## src/rtl/life_pkg.sv

```systemverilog
// Shared definitions for the Life row scanner and its column blocks:
// scan state encoding and default grid geometry.
package life_pkg;

  typedef enum logic [1:0] {
    IDLE = 2'd0,
    SCAN = 2'd1,
    DONE = 2'd2
  } state_t;

  localparam int DEF_X     = 8;
  localparam int DEF_Y     = 8;
  localparam int DEF_LOG2X = 3;
  localparam int DEF_LOG2Y = 3;

endpackage

```

## src/rtl/life_row_mem.sv

```systemverilog
// Grid row storage: Y rows of X cells, one synchronous write port,
// one combinational read port, asynchronous active-low clear.
module life_row_mem #(
  parameter int X     = 8,
  parameter int Y     = 8,
  parameter int LOG2Y = 3
) (
  input  logic             clk_i,
  input  logic             rst_ni,
  input  logic             we_i,
  input  logic [LOG2Y-1:0] waddr_i,
  input  logic [X-1:0]     wdata_i,
  input  logic [LOG2Y-1:0] raddr_i,
  output logic [X-1:0]     rdata_o
);

  logic [X-1:0] mem_q [Y];

  always_ff @(posedge clk_i or negedge rst_ni) begin
    if (!rst_ni) begin
      for (int unsigned i = 0; i < Y; i++) mem_q[i] <= '0;
    end else if (we_i) begin
      mem_q[waddr_i] <= wdata_i;
    end
  end

  assign rdata_o = mem_q[raddr_i];

endmodule

```

## src/rtl/life_row_scan.sv

```systemverilog
// Frame scanner: walks cnt over X*Y positions and presents the grid row
// selected by the row field of cnt. Optional looping via LIFE_SCAN_LOOP_EN.
module life_row_scan
  import life_pkg::*;
#(
  parameter int X     = DEF_X,
  parameter int Y     = DEF_Y,
  parameter int LOG2X = DEF_LOG2X,
  parameter int LOG2Y = DEF_LOG2Y
) (
  input  logic                   clk,
  input  logic                   reset,
  input  logic                   start,
  input  logic                   hold,
  input  logic                   stop,
  input  logic                   wr_en,
  input  logic [LOG2Y-1:0]       wr_addr,
  input  logic [X-1:0]           wr_data,
  output logic [LOG2X+LOG2Y-1:0] cnt,
  output logic [X-1:0]           top_row,
  output logic                   valid,
  output logic                   busy,
  output logic                   done,
  output logic                   wr_err
);

  localparam int CW = LOG2X + LOG2Y;
  localparam logic [CW-1:0] LAST = CW'(X * Y - 1);

  state_t         state_q, state_d;
  logic [CW-1:0]  cnt_q, cnt_d;
  logic [X-1:0]   top_row_q, top_row_d;
  logic           valid_q, valid_d;
  logic           busy_q, busy_d;
  logic           done_q, done_d;
  logic           wr_err_q, wr_err_d;
  logic           load_row;
  logic           mem_we;
  logic [LOG2Y-1:0] rd_addr;
  logic [X-1:0]   mem_row, rd_row;
  logic           frame_continue;

`ifdef LIFE_SCAN_LOOP_EN
  logic stop_seen_q, stop_seen_d;

  // stop is remembered per frame; a wrap into the next frame clears it
  always_comb begin
    stop_seen_d = stop_seen_q;
    if (state_q != SCAN) begin
      stop_seen_d = 1'b0;
    end else if (!hold && cnt_q == LAST && frame_continue) begin
      stop_seen_d = 1'b0;
    end else if (stop) begin
      stop_seen_d = 1'b1;
    end
  end

  always_ff @(posedge clk or negedge reset) begin
    if (!reset) stop_seen_q <= 1'b0;
    else        stop_seen_q <= stop_seen_d;
  end

  assign frame_continue = ~(stop_seen_q | stop);
`else
  logic unused_stop;
  assign unused_stop    = stop;
  assign frame_continue = 1'b0;
`endif

  always_comb begin
    state_d  = state_q;
    cnt_d    = cnt_q;
    valid_d  = 1'b0;
    busy_d   = 1'b0;
    done_d   = 1'b0;
    wr_err_d = wr_en && (state_q == SCAN);
    load_row = 1'b0;
    case (state_q)
      IDLE: begin
        cnt_d = '0;
        if (start) begin
          state_d  = SCAN;
          valid_d  = 1'b1;
          busy_d   = 1'b1;
          load_row = 1'b1;
        end
      end
      SCAN: begin
        busy_d = 1'b1;
        if (!hold) begin
          load_row = 1'b1;
          valid_d  = 1'b1;
          if (cnt_q == LAST) begin
            cnt_d  = '0;
            done_d = 1'b1;
            if (!frame_continue) begin
              state_d = DONE;
              valid_d = 1'b0;
              busy_d  = 1'b0;
            end
          end else begin
            cnt_d = cnt_q + CW'(1);
          end
        end
      end
      DONE: begin
        state_d = IDLE;
        cnt_d   = '0;
      end
      default: state_d = IDLE;
    endcase
  end

  // Writes are only accepted outside SCAN; a write coinciding with an
  // accepted start is forwarded so the first row already sees it.
  assign mem_we  = wr_en && (state_q != SCAN);
  assign rd_addr = cnt_d[CW-1:LOG2X];

  always_comb begin
    rd_row    = (mem_we && wr_addr == rd_addr) ? wr_data : mem_row;
    top_row_d = load_row ? rd_row : top_row_q;
  end

  life_row_mem #(
    .X     (X),
    .Y     (Y),
    .LOG2Y (LOG2Y)
  ) u_mem (
    .clk_i   (clk),
    .rst_ni  (reset),
    .we_i    (mem_we),
    .waddr_i (wr_addr),
    .wdata_i (wr_data),
    .raddr_i (rd_addr),
    .rdata_o (mem_row)
  );

  always_ff @(posedge clk or negedge reset) begin
    if (!reset) begin
      state_q   <= IDLE;
      cnt_q     <= '0;
      top_row_q <= '0;
      valid_q   <= 1'b0;
      busy_q    <= 1'b0;
      done_q    <= 1'b0;
      wr_err_q  <= 1'b0;
    end else begin
      state_q   <= state_d;
      cnt_q     <= cnt_d;
      top_row_q <= top_row_d;
      valid_q   <= valid_d;
      busy_q    <= busy_d;
      done_q    <= done_d;
      wr_err_q  <= wr_err_d;
    end
  end

  assign cnt     = cnt_q;
  assign top_row = top_row_q;
  assign valid   = valid_q;
  assign busy    = busy_q;
  assign done    = done_q;
  assign wr_err  = wr_err_q;

endmodule

```

## config.mk

```make
export PLATFORM = sky130hd
export DESIGN_NAME = life_row_scan
export DESIGN_NICKNAME = d
export VERILOG_FILES = /design/src/rtl/life_pkg.sv /design/src/rtl/life_row_mem.sv /design/src/rtl/life_row_scan.sv
export SDC_FILE = /design/constraint.sdc
export NUM_CORES = 1
export LEC_CHECK = 0
export ABC_AREA = 1
export CAP_MARGIN = 20
export CORE_UTILIZATION = 53
export CTS_CLUSTER_SIZE = 12
export DETAILED_ROUTE_END_ITERATION = 10
export PLACE_DENSITY = 0.74
export REMOVE_ABC_BUFFERS = 1
export SETUP_SLACK_MARGIN = 0.3
export SLEW_MARGIN = 20
export SYNTH_ARGS = -nofsm -noshare
export SYNTH_HDL_FRONTEND = slang
export SYNTH_HIERARCHICAL = 1
export SYNTH_SLANG_ARGS = --single-unit
```

## constraint.sdc

```tcl
create_clock -name clk -period 2.2 [get_ports clk]
set_clock_uncertainty 0.15 [all_clocks]
set_input_delay 0.22 -clock clk [delete_from_list [all_inputs] [get_ports clk]]
set_output_delay 0.22 -clock clk [all_outputs]
set_load 0.01 [all_outputs]
```

# == Word level (Yosys, flattened, before mapping) ==
# Cells that the tools add are included.
# op_classes
reduce_logical,9
n_addsub,1
n_mux,25
n_lt_le_gt_ge,3
eq_ne,8
bitwise_logic,2
# op_table
op,count
$bwmux 64,1
$mux 8,4
$bmux 8 s3,1
$demux 8 s3,1
$mux 6,2
$pmux 6 s2,1
$ge 4x4->1 const B,2
$mux 1,8
$not 3->4,2
$add 6x1->6 const B,1
$eq 6x6->1 const B,1
$mux 2,3
$pmux 1 s2,3
$logic_and 1x1->1,4
$lt 4x1->1 const B,1
$ne 2x1->1 const B,2
$ne 2x2->1 const B,2
$pmux 2 s2,1
$eq 3x3->1,1
$reduce_and 3->1,1
$eq 2x1->1 const B,1
$eq 2x2->1 const B,1
$logic_not 2->1,1
$reduce_and 2->1,1
2 further kinds,2
# word_totals
output_inout_bits,18
wordCells,64
inputBits,17
reg_bits,84

# == Longest topological paths before layout ==
# Gate-level depths: netlist of run 1.
# logic_depth
depth_word,9
mapped_depth,20

# == Modules after synthesis ==
# Netlist of run 1, hierarchy kept.
# modules_own_cells
module,area_each_um2,cells_each,instances,seq_area_each_um2
life_row_mem,3189.3,439,1,1601.5
life_row_scan,1158.6,154,1,500.5

# == Worst setup path after synthesis of run 1 ==
# Ideal clock, no wire load.
# synth_path
path_type,register -> register
startpoint,"register cnt_q[0], in the netlist cnt[0]"
endpoint,"register top_row_q[5], in the netlist top_row[5]"
setup_slack_ps,-88
setup_time_ps,118
n_path_buf,2
stages_incl_launch_ff,19
t_required_ps,1932
arrival_time_ps,2021
cell_sequence,dfrtp_1 > ha_1 > nand2_1 > o21ai_2 > nand3_4 > nand2_2 > inv_1 > buf_2 > inv_1 > buf_2 > nand2_1 > nand3_1 > nand2_1 > nand2_1 > nand2_1 > inv_1 > nand2_1 > nand3_1 > nand2_1
# synth_via
elab_chain_len,9
word_cells_on_any_way,12
classes_between,1 x add/sub; 2 x eq/ne; 7 x mux; 1 x bitwise; 1 x reduce/logical
# synth_rtl
item,line_no,text
from (decl),life_row_scan.sv:31,"logic [CW-1:0] cnt_q, cnt_d;"
from (signal assigned),life_row_scan.sv:149,cnt_q <= cnt_d;
$add 6x1->6 or $eq 6x6->1 (tied branches),"life_row_scan.sv:102, life_row_scan.sv:93",
$mux 6 (*),life_row_scan.sv:93,if (cnt_q == LAST) begin
$mux 6 (*),life_row_scan.sv:90,if (!hold) begin
$pmux 6 s2 (*),life_row_scan.sv:78,case (state_q)
named net cnt_d[3],life_row_scan.sv:31,
$not 3->4 (not written as such) (*),life_row_mem.sv:27,assign rdata_o = mem_q[raddr_i];
$bmux 8 s3 (*),life_row_mem.sv:27,
$mux 8 (not written as such) (*) (2 in a row),life_row_mem.sv:27,
named net mem_row[5],life_row_scan.sv:40,"logic [X-1:0] mem_row, rd_row;"
$mux 8 (*),life_row_scan.sv:120,rd_row = (mem_we && wr_addr == rd_addr) ? wr_data : mem_row;
to (signal assigned),life_row_scan.sv:150,top_row_q <= top_row_d;
to (decl),life_row_scan.sv:32,"logic [X-1:0] top_row_q, top_row_d;"
# Mark *: on every way through the listed nets, which the timed path passes. The rest lies on a longest branch. The select of a mux whose other input is x is not followed.
# A chain may end at the register's enable or synchronous reset.

# == Worst setup path in the final report of run 1 ==
# layout_path
startpoint,"register cnt_q[0], in the netlist cnt[0]"
endpoint,"register top_row_q[0], in the netlist top_row[0]"
# The elaborated chain is that of the path after synthesis.

==> key figures, run 1 <==
Power
  • PwrDens: 1070 mW/mm^2
  • Clock Power Share: 16.7%
  • Internal: 3.50 mW
  • Sw power: 2.40 mW
  • LEAKAGE: 2.82 nW
  • Sequential share of power: 30.9%
  • Comb power frac: 52.4%
  • Switch share: 40.7%
  • Peak supply drop: 0.474 mV

Logic synthesis
  • Post-synth ARST share: 100%
  • Syn. warnings: 6
  • Synth top area share: 48.3%
  • Count of flip-flops with a built-in enable after synthesis: 0
  • Register area share after synthesis: 48.3%
  • Synth Area per Inst: 7.33 um^2
  • Synth area leader: dfrtp_1
  • Synth top area cells: dfrtp_1, nand2_1, inv_1
  • Dominant synthesized flop cell: dfrtp_1
  • #FFs+latches synth: 84
  • Synth unique cells: 27
  • Mapped Cells: 593
  • Synthesized area: 0.00435 mm^2

Worst setup path
  • WP data required: 2290 ps
  • Critical Path, Cell by Cell: ha_2 -> nand2_4 -> o21ai_4 -> nand3_4 -> nand2_4 -> inv_6 -> inv_8 -> buf_6 -> buf_12 -> nand2_1 -> nand3_1 -> nand2_1 -> nand2_1 -> nand2_1 -> inv_1 -> nand2_1 -> nand3_1 -> nand2_1
  • Startpoint types: flop
  • Crit. End Element: flop
  • Setup CP Type: flop to flop
  • CP peak stage delay: 370 ps
  • Top cell by count, worst path: nand2_1
  • Crit path max fanout: 8
  • Crit path DAT: 2250 ps
  • Worst path slowest cell: dfrtp_1
  • Top Family by Delay on Critical Path: simple AND/OR/NAND/NOR gates
  • Buf+Inv Stages, Crit Path: 5

Flow run
  • Max capacitance violation total: 0

Die
  • Starting density of the core: 55.4%
  • Die Y: 92.6 um
  • Die ar.: 0.00857 mm^2
  • Die width: 92.6 um
  • CORE AREA: 0.00785 mm^2
  • IO Pins: 35
  • Cell row count: 32

Layout
  • Area Growth Syn to Fin: 26.8%
  • Post-layout util: 70.3%
  • Post-route cell area: 0.00551 mm^2
  • Layout Nets: 681
  • Final non-filler cell total: 769
  • Commonest non-fill, non-tap cell in the layout: nand2_1
  • Fraction of layout cells with a size suffix above 1: 17.8%
  • Commonest cells after routing, fill and taps aside: nand2_1, inv_1, dfrtp_1, o21ai_0, nand3_1
  • Filler instances: 610
  • Ant. Diodes: 0

Timing
  • Max_slew headroom: 74.7%
  • Crit path time final: 2170 ps
  • Min Hold Slack: 178 ps
  • Final setup viols: 0
  • Final worst-path cycle share: 98.4%
  • Fmax: 462 MHz
  • Final hold viol count: 0
  • RSZ-0062 raised after global routing: yes
  • Worst Tran Pin Value: 379 ps
  • Max-slew violations: 0

Drt
  • Via density: 5.05
  • DR pass1 iterations: 5
  • # DRC: 0
  • Routed WL per cell: 13.7 um
  • Initial DRC count: 257
  • Via count: 3880
  • Routed Antenna Nets: 0
  • Final WL: 10600 um

Clocking
  • Clock tree buffer depth: 2
  • Clock Sinks: 84
  • CTS buffer count: 9
  • Clock-pin transition on the worst setup and hold timing paths: 90 ps
  • CTS root buf: clkbuf_8
  • CTS tree: built
  • Clock Latency Late Sink: 350 ps
  • H-tree depth: 3

Place
  • PortBufs: 33
  • Estimated wirelength of the detail-placed design: 6900 um
  • Area post-placement: 0.00497 mm^2
  • Placed insts: 741
  • Routability cong.: 0.861

Global routing
  • Global route overflow: 0
  • GR Util All Layers: 26.4%
  • Largest net degree at the start of global routing: 59
  • Number of global-route vias before repair: 3696
  • Initial antenna violation count: 0
  • First-pass GRT wire length: 17400 um

Min path
  • Worst min path class: input port to asynchronous set/reset pin

Run status
  • Status: complete, no violations
## through the flow
| stage | setup TNS [ps] | power, mW | setup WS [ps] |
|---|---|---|---|
| 2_1_floorplan | -4940 | 3.23 | -621 |
| 4_1_cts | 0 | 5.69 | 79.3 |
| 5_1_grt | -826 | 6.33 | -123 |
| 3_5_place_dp | -1080 | 4.26 | -152 |
| 6_report | 0 | 5.91 | 34.5 |
| 3_3_place_gp | -787 | 4.19 | -117 |
## flip-flops by register name, summed over array words and instances, names as in the netlist
signal / flops
valid: 1
cnt: 6
done: 1
u_mem/mem_q: 64
busy: 1
top_row: 8
wr_err: 1
state_q: 2
## synthesized netlist by cell type, types with 3 or more instances
library cell  instances
buf_2                 8
nand3_1              58
clkbuf_1              4
buf_6                 4
nand2_4               3
nand2_2               5
nor2_1               14
nand2_1             215
o21ai_0              66
dfrtp_1              84
inv_1               111
## cell type report
| type | instances | area (um^2) | share of cell area [%] |
|---|---|---|---|
| repair buffers | 78 | 798 | 14.5 |
| clock buffers | 9 | 124 | 2.25 |
| multi-input cells | 377 | 1870 | 34.0 |
| inverters | 113 | 437 | 7.92 |
| flip-flops and latches | 84 | 2100 | 38.2 |
| well taps | 102 | 128 | 2.31 |
| clock inverters | 6 | 48.8 | 0.885 |
## kinds of logic (layout without fill, tap and decap cells)
logic type | count (synthesis) | in the layout | share of synthesized area [%]
AO/OA/AOI/OAI | 70 | 70 | 8.23
adder cells (fa/ha/maj) | 1 | 1 | 0.288
buffers and inverters | 132 | 206 | 12.4
flip-flops | 84 | 84 | 48.3
AND/OR/NAND/NOR | 306 | 306 | 30.7
## path summary, 6_finish.rpt
kind	depth (start not counted)	start	slack, ps	endpoint
worst max register to register	18	cnt[0]$_DFFE_PN0P_	30	top_row[0]$_DFFE_PN0P_
min in group clk	3	wr_en	300	wr_err$_DFF_PN0_
worst min-delay path	2	reset	180	cnt[0]$_DFFE_PN0P_
worst min register to register	2	top_row[7]$_DFFE_PN0P_	340	top_row[7]$_DFFE_PN0P_
max in group asynchronous	3	reset	1100	u_mem/mem_q[39]$_DFFE_PN0P_
worst max-delay path	18	cnt[0]$_DFFE_PN0P_	30	top_row[0]$_DFFE_PN0P_
## power by group through the flow
stage                     clock, mW  combinational [mW]  sequential (mW)
final                         0.990                3.09             1.82
after global routing           1.08                3.40             1.84
after CTS                      1.01                2.86             1.82
after detailed placement          0                2.41             1.85
after global placement            0                2.36             1.83
after floorplan                   0                1.32             1.90
## per-layer routing
layer  up-vias  routed length [um]  global-route usage [%]  share of wire (%)
met2       101                5080                    43.3                 48
li1       1951                   -                       -                  -
met4         0                 165                    7.68                1.6
met1      1807                4760                    35.4                 45
met3        21                 552                    5.17                5.2
met5         -                   0                       0                  0
## repair_timing
| action | CTS | global route |
|---|---|---|
| endpoints found under the setup margin | 10 | 65 |
| endpoints found under the hold margin | 26 | 0 |
| hold buffers | 1 | 0 |
| pin swaps | 6 | 13 |
| gates cloned | 3 | 0 |
| setup buffers | 8 | 1 |
| resized for setup | 19 | 42 |
Note: power is estimated with default switching activity, not from simulation.
==> run 2: changes to the inputs <==
--- a/config.mk
+++ b/config.mk
@@ -5,14 +5,14 @@
 export SDC_FILE = /design/constraint.sdc
 export NUM_CORES = 1
 export LEC_CHECK = 0
-export ABC_AREA = 1
 export CAP_MARGIN = 20
-export CORE_UTILIZATION = 53
+export CORE_UTILIZATION = 52
 export CTS_CLUSTER_SIZE = 12
 export DETAILED_ROUTE_END_ITERATION = 10
-export PLACE_DENSITY = 0.74
+export PLACE_DENSITY = 0.73
 export REMOVE_ABC_BUFFERS = 1
 export SETUP_SLACK_MARGIN = 0.3
+export SKIP_LAST_GASP = 1
 export SLEW_MARGIN = 20
 export SYNTH_ARGS = -nofsm -noshare
 export SYNTH_HDL_FRONTEND = slang
==> run 2 against run 1 <==
  * Via count down 34%
  * Synthesized area down 8.3%
  * Worst hold slack worse by 46 ps
  * Highest routed layer unchanged
  * Critical path type unchanged
  * Utilization up 3.8 points
  * Die area down 6.4%
  * Non-clock buffer count up 8
  * Power down 8.8%
  * Sequential share of layout area up 0.58 points
  * Final cell count down 42%
  * Critical endpoint is now top_row[3]$_DFFE_PN0P_
  * The run now ends with setup timing left
  * Wire length down 8.2%
==> key figures, run 2 <==
Layout
  • Most flops, register: u_mem/mem_q
  • Commonest non-fill, non-tap cell in the layout: dfrtp_1
  • Fraction of layout cells with a size suffix above 1: 52.3%
  • Commonest cells after routing, fill and taps aside: dfrtp_1, mux2_4, clkdlybuf4s50_1, buf_4, buf_6
  • Layout Nets: 357
  • Area Growth Syn to Fin: 36.1%
  • Largest register FFs: 64
  • Ant. Diodes: 0
  • Final non-filler cell total: 443

Clocking
  • CTS tree: built
  • CTS buffer count: 9
  • Clock tree buffer depth: 2
  • Clock Sinks: 84
  • H-tree depth: 3
  • CTS root buf: clkbuf_8
  • Clock Latency Late Sink: 350 ps
  • Clock-pin transition on the worst setup and hold timing paths: 80 ps

Drt
  • DR pass1 iterations: 4
  • # DRC: 0
  • Via count: 2548
  • Initial DRC count: 150
  • Routed WL per cell: 21.9 um
  • Final WL: 9700 um
  • Via density: 5.75
  • Routed Antenna Nets: 0

Timing
  • Fmax: 340 MHz
  • Crit path time final: 2940 ps
  • Max_slew headroom: 62.3%
  • Slack of the critical path: -740 ps
  • Final worst-path cycle share: 134%
  • Max-slew violations: 0
  • Setup TNS: -5730 ps
  • Final setup viols: 8
  • Final hold viol count: 0
  • RSZ-0062 raised after global routing: yes
  • Worst Tran Pin Value: 563 ps

Global routing
  • First-pass GRT wire length: 14300 um
  • Initial antenna violation count: 0
  • Global route overflow: 0
  • GR Util All Layers: 25.5%
  • Number of global-route vias before repair: 2568
  • Largest net degree at the start of global routing: 67

Logic synthesis
  • Mapped Cells: 257
  • #FFs+latches synth: 84
  • Synth top area cells: dfrtp_1, mux2_2, mux4_1
  • Synth area leader: dfrtp_1
  • Post-synth ARST share: 100%
  • Dominant synthesized flop cell: dfrtp_1
  • Syn. warnings: 6
  • Synth top area share: 52.7%
  • Synth unique cells: 31
  • Register area share after synthesis: 52.7%
  • Most common cell in the netlist: dfrtp_1
  • Synth Area per Inst: 15.5 um^2
  • Count of flip-flops with a built-in enable after synthesis: 0
  • Synthesized area: 0.00399 mm^2
  • Commonest cells in the netlist: dfrtp_1, mux2_2, mux4_1, mux2_4, buf_2

Die
  • Die width: 89.6 um
  • Die ar.: 0.00802 mm^2
  • Die Y: 89.6 um
  • Starting density of the core: 54.4%
  • IO Pins: 35
  • CORE AREA: 0.00733 mm^2
  • Cell row count: 31

Min path
  • Worst min path class: input port to asynchronous set/reset pin

Place
  • Placed insts: 414
  • Routability cong.: 0.797
  • DP Worst Slack: -1050 ps
  • PortBufs: 33
  • Estimated wirelength of the detail-placed design: 5400 um

Power
  • PwrDens: 992 mW/mm^2
  • LEAKAGE: 2.60 nW
  • Peak supply drop: 0.600 mV

Worst setup path
  • CP Launch Point: cnt[0]$_DFFE_PN0P_
  • Startpoint types: flop
  • WP data required: 2290 ps
  • Setup CP Type: flop to flop
  • Crit. End Element: flop
  • Crit path DAT: 3030 ps
  • FF-to-FF Start: cnt[0]$_DFFE_PN0P_
  • Crit path max fanout: 9

Run status
  • Failing checks: setup timing
  • Status: finished with violations

Flow run
  • Max capacitance violation total: 0
-- run 2: power by group --
group | total [mW] | switching (mW) | internal (mW)
Clock | 1.10 | 0.544 | 0.555
Sequential | 2.21 | 0.254 | 1.95
Combinational | 2.08 | 0.660 | 1.42
-- run 2: layer usage --
metal	GRT usage, %	wire, um
met5	0	0
met4	12.1	267
met3	4.20	519
met2	38.0	4510
met1	36.9	4400
-- run 2: path summary, 6_finish.rpt --
check / to / cells after the start / slack [ps]
min reg2reg: u_mem/mem_q[21]$_DFFE_PN0P_ / 1 / 360
max reg2reg: top_row[3]$_DFFE_PN0P_ / 9 / -740
min: cnt[2]$_DFFE_PN0P_ / 2 / 130
max: top_row[3]$_DFFE_PN0P_ / 9 / -740
min in group clk: wr_err$_DFF_PN0_ / 3 / 310
max in group asynchronous: u_mem/mem_q[29]$_DFFE_PN0P_ / 3 / 1150
-- run 2: repair_timing --
item                                   CTS  global route
hold buffers                             1             0
gates resized for setup                 72            49
endpoints found under the hold margin   84             0
setup endpoints to repair               72            75
cloned                                   3             0
pin swaps                                7             1
buffers inserted                         7             2
-- run 2: critical path, stage by stage (launching register included) --
cell      delay [ps]
dfrtp_2          400
nand4b_1         120
a21o_1           210
or3_4            360
a31oi_4          280
buf_8            190
mux4_2           310
mux2_4           280
mux2_4           260
mux2_2           260
-- run 2: metrics by stage --
stage	cell area (um^2)	hold slack [ps]	util, %	total power, mW
2_1_floorplan	3890	-226	-	3.09
3_3_place_gp	4690	-41.2	63.9	3.66
3_5_place_dp	4690	-36.1	63.9	3.73
4_1_cts	5230	141	71.4	5.24
5_1_grt	5430	146	74.1	5.64
6_report	5430	132	74.1	5.39
-- run 2: logic make-up (layout without fill, tap and decap cells) --
group | Yosys count | after routing | synth area share, %
muxes | 104 | 104 | 36.1
DFF | 84 | 84 | 52.7
and+or+nand+nor | 36 | 36 | 5.99
buffers and inverters | 17 | 104 | 2.60
AOI/OAI and AO/OA | 12 | 12 | 1.66
xor gates and xnor gates | 3 | 3 | 0.659
adders and majority gates | 1 | 1 | 0.314
-- run 2: layout make-up --
type	instances	area [um^2]
tap	99	124
timing repair buffer	86	908
inverter	2	7.51
fill	414	1900
sequential	84	2100
multi-input combinational	156	2090
clock inverter	4	48.8
clock buffer	12	145
==> run 3: changes to the inputs <==
--- a/config.mk
+++ b/config.mk
@@ -6,10 +6,11 @@
 export NUM_CORES = 1
 export LEC_CHECK = 0
 export CAP_MARGIN = 20
-export CORE_UTILIZATION = 52
+export CORE_MARGIN = 4
+export CORE_UTILIZATION = 62
 export CTS_CLUSTER_SIZE = 12
 export DETAILED_ROUTE_END_ITERATION = 10
-export PLACE_DENSITY = 0.73
+export PLACE_DENSITY = 0.82
 export REMOVE_ABC_BUFFERS = 1
 export SETUP_SLACK_MARGIN = 0.3
 export SKIP_LAST_GASP = 1
==> constraint.sdc (replaced) <==
create_clock -name clk -period 3.67 [get_ports clk]
set_clock_uncertainty 0.15 [all_clocks]
set_input_delay 0.367 -clock clk [delete_from_list [all_inputs] [get_ports clk]]
set_output_delay 0.367 -clock clk [all_outputs]
set_load 0.01 [all_outputs]
==> run 3 against run 2 <==
  * The flow now finishes without violations
  * Clock power down 47%
  * Worst hold slack gained 220 ps
  * Final cell count fell by 16%
  * Sequential cell count unchanged
  * Sequential power down 41%
  * Worst setup slack better by 1400 ps
  * First-iteration DRC count down 28%
  * Register-to-register slack better by 1400 ps
  * Sequential share of layout area up 7.1 points
==> key figures, run 3 (same netlist as run 2, synthesis figures left out) <==
Worst setup path
  • Startpoint types: input port
  • Top cell by count, worst path: mux2_2
  • CP peak stage delay: 580 ps
  • Crit. End Element: flop
  • R2R Setup Slk: 660 ps
  • Crit path max fanout: 17
  • Setup CP Type: input port to flop
  • WP data required: 3760 ps
  • Crit path DAT: 3140 ps
  • Top Family by Delay on Critical Path: multiplexers
  • Buf+Inv Stages, Crit Path: 2
  • Worst path slowest cell: mux4_1
  • Critical Path, Cell by Cell: clkdlybuf4s50_1 -> nand4b_1 -> a21o_1 -> xor2_1 -> nor2_1 -> buf_12 -> mux4_1 -> mux2_2 -> mux2_4 -> mux2_2

Global routing
  • Global route overflow: 0
  • First-pass GRT wire length: 12000 um
  • GR Util All Layers: 21.5%
  • Initial antenna violation count: 0
  • Number of global-route vias before repair: 2232
  • Largest net degree at the start of global routing: 85

Place
  • Area post-placement: 0.00440 mm^2
  • Routability cong.: 0.806
  • Estimated wirelength of the detail-placed design: 4570 um
  • PortBufs: 33
  • DP Worst Slack: 279 ps

Timing
  • Max_slew headroom: 48.2%
  • Fmax: 328 MHz
  • Final worst-path cycle share: 83.0%
  • Final setup viols: 0
  • Final hold viol count: 0
  • RSZ-0062 raised after global routing: no
  • Max-slew violations: 0
  • Worst Tran Pin Value: 774 ps
  • Setup TNS: 0 ps
  • Min Hold Slack: 350 ps
  • Crit path time final: 3050 ps
  • Slack of the critical path: 623 ps

Layout
  • Commonest cells after routing, fill and taps aside: dfrtp_1, mux2_2, clkdlybuf4s50_1, mux4_1, clkbuf_8
  • Layout Nets: 313
  • Ant. Diodes: 0
  • Most flops, register: u_mem/mem_q
  • Area Growth Syn to Fin: 15.0%
  • Commonest non-fill, non-tap cell in the layout: dfrtp_1
  • Fraction of layout cells with a size suffix above 1: 39.1%
  • Post-route cell area: 0.00459 mm^2
  • Largest register FFs: 64

Clocking
  • Post-CTS Setup Repair Bufs: 0
  • H-tree depth: 3
  • Clock Latency Late Sink: 350 ps
  • Clock Sinks: 84
  • CTS tree: built
  • CTS Hold Buffers Added: 0
  • Clock-pin transition on the worst setup and hold timing paths: 80 ps
  • Post-CTS resize count: 0
  • CTS buffer count: 9
  • CTS root buf: clkbuf_8
  • Clock tree buffer depth: 2

Die
  • Cell row count: 28
  • IO Pins: 35
  • CORE AREA: 0.00610 mm^2
  • Die Y: 88.2 um
  • Die ar.: 0.00778 mm^2
  • Die width: 88.2 um
  • Starting density of the core: 65.4%

Drt
  • Final WL: 7350 um
  • DR pass1 iterations: 4
  • Via count: 2252
  • Initial DRC count: 108
  • # DRC: 0
  • Via density: 6.02
  • Routed Antenna Nets: 0
  • Routed WL per cell: 19.7 um

Min path
  • Worst min path class: flop to flop

Flow run
  • Max capacitance violation total: 0

Power
  • Peak supply drop: 0.412 mV
  • LEAKAGE: 2.15 nW
  • PwrDens: 596 mW/mm^2

Run status
  • Status: complete, no violations
==> run 3: report_power, final <==
group | leakage (nW) | internal, mW | switching, mW
clock network | 0.0893 | 0.278 | 0.305
registers | 1.09 | 1.17 | 0.128
logic | 0.973 | 0.562 | 0.292
==> run 3: worst register-to-register path, stage by stage (launching register included) <==
cell	delay, ps
dfrtp_1	450
nand4b_1	140
a21o_1	200
xor2_1	150
nor2_1	210
buf_12	210
mux4_1	590
mux2_2	280
mux2_4	260
mux2_2	260
==> run 3: final cells by class <==
cell class,count,area (um^2)
inverters,2,7.51
clock buffers,13,159
flip-flops and latches,84,2100
multi-input cells,156,1800
well taps,75,93.8
repair buffers,42,414
clock inverters,2,10.0
fillers,364,1510
==> run 3: worst paths after layout <==
check,from,endpoint,cells past startpoint
max reg2reg,cnt[2]$_DFFE_PN0P_,top_row[3]$_DFFE_PN0P_,9
max in group asynchronous,reset,u_mem/mem_q[9]$_DFFE_PN0P_,2
min,u_mem/mem_q[55]$_DFFE_PN0P_,u_mem/mem_q[55]$_DFFE_PN0P_,1
min reg2reg,u_mem/mem_q[55]$_DFFE_PN0P_,u_mem/mem_q[55]$_DFFE_PN0P_,1
max,hold,top_row[3]$_DFFE_PN0P_,10
min in group asynchronous,reset,cnt[1]$_DFFE_PN0P_,2
==> run 3: routing by layer <==
metal | vias up | share of wire [%] | GRT usage (%)
met2 | 44 | 46 | 31.7
met1 | 1144 | 48 | 30.6
met5 | - | 0 | 0
li1 | 1052 | - | -
met4 | 0 | 2.1 | 11.3
met3 | 12 | 3.9 | 3.76
==> run 3: metrics by stage <==
stage          cells  util [%]  power (mW)
6_report         374      75.2        2.73
5_1_grt          374      75.2        2.90
4_1_cts          373      75.0        2.76
3_5_place_dp     358      72.2        2.18
3_3_place_gp     358      72.2        2.15
2_1_floorplan    242         -        1.85
